## src/rtl/sram_bank_arbiter.sv

```systemverilog
// Shares two single-port SRAM banks between the Wishbone slave and the m1 port.
// Latency: pins driven combinationally on grant; WB write ack +1, WB read ack +2, m1 rvalid +1.
// Backpressure: a losing requester is held off (no m1_gnt / WB stays in IDLE) and retries next cycle.
module sram_bank_arbiter #(
    parameter logic [31:0] BASE_ADDR = 32'h3000_0000
) (
    input  logic        wb_clk_i,
    input  logic        wb_rst_i,
    input  logic        wbs_cyc_i,
    input  logic        wbs_stb_i,
    input  logic        wbs_we_i,
    input  logic [3:0]  wbs_sel_i,
    input  logic [31:0] wbs_adr_i,
    input  logic [31:0] wbs_dat_i,
    output logic [31:0] wbs_dat_o,
    output logic        wbs_ack_o,
    input  logic        m1_req,
    input  logic        m1_we,
    input  logic [9:0]  m1_addr,
    input  logic [31:0] m1_wdata,
    input  logic [3:0]  m1_wmask,
    output logic        m1_gnt,
    output logic        m1_rvalid,
    output logic [31:0] m1_rdata,
    output logic        o_csb0,
    output logic        o_web0,
    output logic [8:0]  o_waddr0,
    output logic [31:0] o_din0,
    output logic [3:0]  o_wmask0,
    input  logic [31:0] i_dout0,
    output logic        o_csb0_1,
    output logic        o_web0_1,
    output logic [8:0]  o_waddr0_1,
    output logic [31:0] o_din0_1,
    output logic [3:0]  o_wmask0_1,
    input  logic [31:0] i_dout0_1
);

    localparam logic [1:0] ST_IDLE   = 2'd0;
    localparam logic [1:0] ST_RDWAIT = 2'd1;
    localparam logic [1:0] ST_ACK    = 2'd2;

    logic [1:0]  state;
    logic        wb_bank_q;     // bank of the WB read in flight
    logic        rbank_q;       // bank of the m1 read in flight
    logic [1:0]  last_m1;       // per bank: 1 = m1 won the last grant there

    logic        wb_hit;
    logic        wb_req;
    logic        wb_bank;
    logic [8:0]  wb_word;
    logic [3:0]  wb_mask;
    logic        m1_req_ok;
    logic [1:0]  wb_req_bank;
    logic [1:0]  m1_req_bank;
    logic [1:0]  gnt_wb;
    logic [1:0]  gnt_m1;
    logic [3:0]  m1_mask;
    logic        wb_gnt;
    logic        unused_adr_lsb;

    // Byte-lane bits of the WB address carry no information for a word-wide macro.
    assign unused_adr_lsb = ^wbs_adr_i[1:0];

    assign wb_hit    = wbs_cyc_i && wbs_stb_i && (wbs_adr_i[31:12] == BASE_ADDR[31:12]);
    assign wb_req    = wb_hit && (state == ST_IDLE) && !wb_rst_i;
    assign wb_bank   = wbs_adr_i[11];
    assign wb_word   = wbs_adr_i[10:2];
    assign wb_mask   = wbs_we_i ? wbs_sel_i : 4'b0000;
    assign m1_req_ok = m1_req && !wb_rst_i;
    assign m1_mask   = m1_we ? m1_wmask : 4'b0000;

    // Per-bank request vectors and round-robin grant: on conflict the side that did not win last time goes.
    always_comb begin
        wb_req_bank = {wb_req && wb_bank, wb_req && !wb_bank};
        m1_req_bank = {m1_req_ok && m1_addr[9], m1_req_ok && !m1_addr[9]};
        gnt_wb      = wb_req_bank & (~m1_req_bank | last_m1);
        gnt_m1      = m1_req_bank & (~wb_req_bank | ~last_m1);
    end

    assign wb_gnt = |gnt_wb;
    assign m1_gnt = |gnt_m1;

    // Bank 0 pin mux: idle unless one requester owns the bank this cycle.
    always_comb begin
        o_csb0   = 1'b1;
        o_web0   = 1'b1;
        o_waddr0 = 9'd0;
        o_din0   = 32'd0;
        o_wmask0 = 4'b0000;
        if (gnt_wb[0]) begin
            o_csb0   = 1'b0;
            o_web0   = !wbs_we_i;
            o_waddr0 = wb_word;
            o_din0   = wbs_dat_i;
            o_wmask0 = wb_mask;
        end else if (gnt_m1[0]) begin
            o_csb0   = 1'b0;
            o_web0   = !m1_we;
            o_waddr0 = m1_addr[8:0];
            o_din0   = m1_wdata;
            o_wmask0 = m1_mask;
        end
    end

    // Bank 1 pin mux, same structure as bank 0.
    always_comb begin
        o_csb0_1   = 1'b1;
        o_web0_1   = 1'b1;
        o_waddr0_1 = 9'd0;
        o_din0_1   = 32'd0;
        o_wmask0_1 = 4'b0000;
        if (gnt_wb[1]) begin
            o_csb0_1   = 1'b0;
            o_web0_1   = !wbs_we_i;
            o_waddr0_1 = wb_word;
            o_din0_1   = wbs_dat_i;
            o_wmask0_1 = wb_mask;
        end else if (gnt_m1[1]) begin
            o_csb0_1   = 1'b0;
            o_web0_1   = !m1_we;
            o_waddr0_1 = m1_addr[8:0];
            o_din0_1   = m1_wdata;
            o_wmask0_1 = m1_mask;
        end
    end

    // Last-winner flags: any granted bank records whether m1 took it; reset favours WB first.
    always_ff @(posedge wb_clk_i or posedge wb_rst_i) begin
        if (wb_rst_i) begin
            last_m1 <= 2'b11;
        end else begin
            last_m1 <= (last_m1 & ~(gnt_wb | gnt_m1)) | gnt_m1;
        end
    end

    // Wishbone FSM: request in IDLE, wait one cycle for macro read data, then a single ack cycle.
    always_ff @(posedge wb_clk_i or posedge wb_rst_i) begin
        if (wb_rst_i) begin
            state     <= ST_IDLE;
            wbs_ack_o <= 1'b0;
            wbs_dat_o <= 32'd0;
            wb_bank_q <= 1'b0;
        end else begin
            case (state)
                ST_IDLE: begin
                    wbs_ack_o <= 1'b0;
                    if (wb_gnt) begin
                        wb_bank_q <= wb_bank;
                        if (wbs_we_i) begin
                            state     <= ST_ACK;
                            wbs_ack_o <= 1'b1;
                        end else begin
                            state <= ST_RDWAIT;
                        end
                    end
                end
                ST_RDWAIT: begin
                    if (wbs_cyc_i) begin
                        wbs_dat_o <= wb_bank_q ? i_dout0_1 : i_dout0;
                        wbs_ack_o <= 1'b1;
                        state     <= ST_ACK;
                    end else begin
                        wbs_ack_o <= 1'b0;
                        state     <= ST_IDLE;
                    end
                end
                default: begin
                    wbs_ack_o <= 1'b0;
                    state     <= ST_IDLE;
                end
            endcase
        end
    end

    // m1 read tracking: remember that a read was granted and on which bank, for one cycle.
    always_ff @(posedge wb_clk_i or posedge wb_rst_i) begin
        if (wb_rst_i) begin
            m1_rvalid <= 1'b0;
            rbank_q   <= 1'b0;
        end else begin
            m1_rvalid <= m1_gnt && !m1_we;
            if (m1_gnt) begin
                rbank_q <= m1_addr[9];
            end
        end
    end

    assign m1_rdata = m1_rvalid ? (rbank_q ? i_dout0_1 : i_dout0) : 32'd0;

endmodule
```

## config.mk

```make
export PLATFORM = sky130hd
export DESIGN_NAME = sram_bank_arbiter
export DESIGN_NICKNAME = d
export VERILOG_FILES = /design/src/rtl/sram_bank_arbiter.sv
export SDC_FILE = /design/constraint.sdc
export NUM_CORES = 1
export LEC_CHECK = 0
export ABC_AREA = 0
export ABC_CLOCK_PERIOD_IN_PS = 2100
export CORE_ASPECT_RATIO = 0.75
export CORE_MARGIN = 10
export CORE_UTILIZATION = 27
export DETAILED_ROUTE_END_ITERATION = 10
export PLACE_DENSITY = 0.78
export SETUP_SLACK_MARGIN = 0.5
export SLEW_MARGIN = 25
export SYNTH_ARGS = -nofsm -noshare
export SYNTH_HDL_FRONTEND = slang
export SYNTH_SLANG_ARGS = --single-unit
```

## constraint.sdc

```tcl
create_clock -name wb_clk_i -period 2.1 [get_ports wb_clk_i]
set_clock_uncertainty 0.15 [all_clocks]
set_input_delay 0.315 -clock wb_clk_i [delete_from_list [all_inputs] [get_ports wb_clk_i]]
set_output_delay 0.315 -clock wb_clk_i [all_outputs]
set_load 0.01 [all_outputs]
```

==> flow_summary.ini, run 1 <==
[timing]
fmax_mhz = 359.0
setup_viol = 97
finalHoldViolations = 0
setup_ws_ns = -0.6857
report.final.slew_viol_count = 0
max_slew.worst_pin.slew_ns = 0.4287
fin_crit_sh_pct = 132.7
relSlewSlack_pct = 71.42
tns_ns = -55.14
timing.final.crit_period_ns = 2.786
rsz0062_at_grt = true

[layout]
syn2layout_area_growth_pct = 148.5
nets = 996
drive_above_1_share_pct = 36.70
final_util_pct = 69.05
final_cells = 981

[yosys]
synth_area_leaders = dfrtp_1 28%, a22o_1 21%, mux2i_1 19%
ys_seq_elements = 40
syn-num-nets = 568
synth.most_common_cell = a22o_1
synthArstFlopShare_pct = 100.0
ys.flop_type = dfrtp_1
synthTopCellsByCount = 84 x a22o_1, 64 x mux2i_1, 46 x nand2_1
synth_seq_area_share_pct = 29.24
avgSynthCellArea_um2 = 8.961
yosysTopAreaCell = dfrtp_1
synth-edff-count = 0
yosys_warnings = 0
synth_area_um2 = 3432
yosys.area.top_type_share_pct = 27.71
synth.distinct_cells = 34
synthCells = 383

[critical_path]
rr_endpoint = rbank_q$_DFFE_PP0P_
crit_required_ns = 1.63
cp.arrival_ns = 2.32
crit_path_max_fanout = 5
start_kind = flop
r2r-start = state[0]$_DFFE_PP0P_
cpMostUsedCell = buf_6
ff2ff_setup_slack_ns = 0.03
worstSetupPathType = flop to output port
r2r_cells = 10
crit_chain = nor4_2 > nand2_1 > buf_6 > nor3_4 > buf_6 > a31oi_4 > buf_6 > clkbuf_16 > a22o_1 > buf_6
crit_family = buffers and inverters
worst-path-buf-inv = 5
crit_path_top_delay_cell = dfrtp_1
max_stage_delay_ns = 0.41
critPathCaptureType = output port

[cts]
cts_tree = done
cts.sinks = 40
cts_root_buffer = clkbuf_16
htree_num_levels = 2
cts_buffers = 5
postCtsHoldBufs = 0
clockBufferDepth = 2
clk_pin_slew_ns = 0.06
clock_latency_ns = 0.28

[die]
core_area_um2 = 12350
die_area_um2 = 17670
ios = 346
die_x_um = 150.2
initial_core_util_pct = 27.79
die_h_um = 117.6
rows = 35

[routing]
via_count = 5166
first_pass_iters = 5
drt.antenna.violating_nets = 0
wl_um = 24670
drc = 0
wl_per_cell_um = 25.15
via_per_inst = 5.266
initialDrtViolationCount = 378

[power_and_ir_drop]
ir_worst_vdd_uv = 497.0
combPwrFrac_pct = 44.0
clkPwrFrac_pct = 29.6
switching_share_pct = 28.08
p_switching_mw = 0.8336
p_total_mw = 2.968
p_int_mw = 2.135
powerDensity_nw_per_um2 = 348.1
p_seq_share_pct = 26.4
p_leak_nw = 4.002

[global_route]
grt_pass1_vias = 5233
overflow = 0
grt_use_total_pct = 25.66
antenna_found_initial = 3
grt_pass1_wl_um = 34870
grt_max_degree = 65

[placement]
io_buffers = 343
globalplace.congestion = 0.9667
dp.cells = 901
hpwl_um = 18450

[worst_hold_path]
hold_class = input pin to async pin

[status]
violations = negative setup slack
outcome = finished with violations

[job]
cap_violations = 0
[metal layers]
| layer | global-route usage (%) | vias to the layer above | wire length [µm] | part of all wire (%) |
|---|---|---|---|---|
| met3 | 6.954 | 52 | 1965 | 8.0 |
| met4 | 6.970 | 2 | 734 | 3.0 |
| met5 | 0 | - | 13 | 0.053 |
| met2 | 45.00 | 266 | 12450 | 50 |
| li1 | - | 2329 | - | - |
| met1 | 29.69 | 2517 | 9507 | 39 |
[sequential cells by signal, indices dropped and copies added (netlist names)]
register	cells
wbs_ack_o	1
last_m1	2
rbank_q	1
wb_bank_q	1
state	2
wbs_dat_o	32
m1_rvalid	1
[worst reg2reg max path: stages (launching register included)]
cell,delay [ns]
dfrtp_1,0.41
nor4_2,0.15
nand2_1,0.11
buf_6,0.13
nor3_4,0.21
buf_6,0.15
a31oi_4,0.15
buf_6,0.18
buf_16,0.13
buf_6,0.11
nor3_4,0.10
[worst max path at each step]
stage,startpoint,to,slack (ns),cells past startpoint
after global placement,wbs_adr_i[13],o_din0[2],-1.15,9
final,state[0]$_DFFE_PP0P_,o_din0[1],-0.69,10
after global routing,state[0]$_DFFE_PP0P_,o_waddr0[1],-0.78,10
after detailed placement,wbs_adr_i[13],o_din0[11],-1.13,9
after floorplan,wbs_adr_i[13],o_din0[0],-0.03,7
after CTS,state[0]$_DFFE_PP0P_,o_din0[11],-0.65,10
[cells by family after synthesis]
family / after synthesis / synth area share, %
compound gates: 140 / 30.59
simple gates: 103 / 16.01
mux: 64 / 18.67
flops: 40 / 29.24
buf+inv: 36 / 5.505
[what timing repair did]
action                     CTS  global route
setup endpoints to repair  169           136
setup buffers               39             8
cloned                      16             6
resized for setup          700            20
pin swaps                   52            12
[stage by stage]
stage / hold WS (ns) / setup WS [ns] / area (µm²)
floorplan: 0.2306 / -0.02724 / 3616
CTS: 0.1286 / -0.6490 / 8259
finish: 0.1234 / -0.6857 / 8527
global placement: 0.3122 / -1.148 / 7548
detailed placement: 0.3194 / -1.130 / 7548
global route: 0.1513 / -0.7849 / 8519
[power by group through the flow]
| stage | combinational [mW] | sequential, mW | clock, mW |
|---|---|---|---|
| floorplan | 0.343 | 0.792 | 0 |
| global placement | 1.02 | 0.797 | 0 |
| detailed placement | 1.03 | 0.798 | 0 |
| CTS | 1.23 | 0.785 | 0.898 |
| global route | 1.37 | 0.785 | 0.936 |
| finish | 1.31 | 0.784 | 0.878 |
[placed cells by master (no fill, tap or decap), drive strengths merged, types with 2 or more instances in the layout]
cell and instances:
buf 238, clkdlybuf4s50 157, a22o 84, mux2i 64, dlygate4sd2 53, nand2 46, dfrtp 38, nor2b 36
o21ai 36, clkbuf 10, o22ai 8, nor2 5, nor4 4, diode 3, a21oi 3, nor3 3
a22oi 3, nor4b 2, nand2b 2, a31oi 2, or2 2, o22a 2, dfstp 2, clkdlybuf4s15 2
[final cells by class]
type	count	area, µm²
clock buffer	5	125.1
clock inverter	3	42.54
antenna	3	7.507
inverter	1	3.754
multi-input combinational	307	2584
sequential	40	1006
tap	166	207.7
timing repair buffer	456	4551
fill	965	3822
(Power assumes the default switching activity.)
==> run 2, diff against run 1 <==
--- a/config.mk
+++ b/config.mk
@@ -7,6 +7,7 @@
 export LEC_CHECK = 0
 export ABC_AREA = 0
 export ABC_CLOCK_PERIOD_IN_PS = 2100
+export CAP_MARGIN = 20
 export CORE_ASPECT_RATIO = 0.75
 export CORE_MARGIN = 10
 export CORE_UTILIZATION = 27
==> results of run 2 <==
No change in the layout: final DEF, timing and power equal those of run 1.
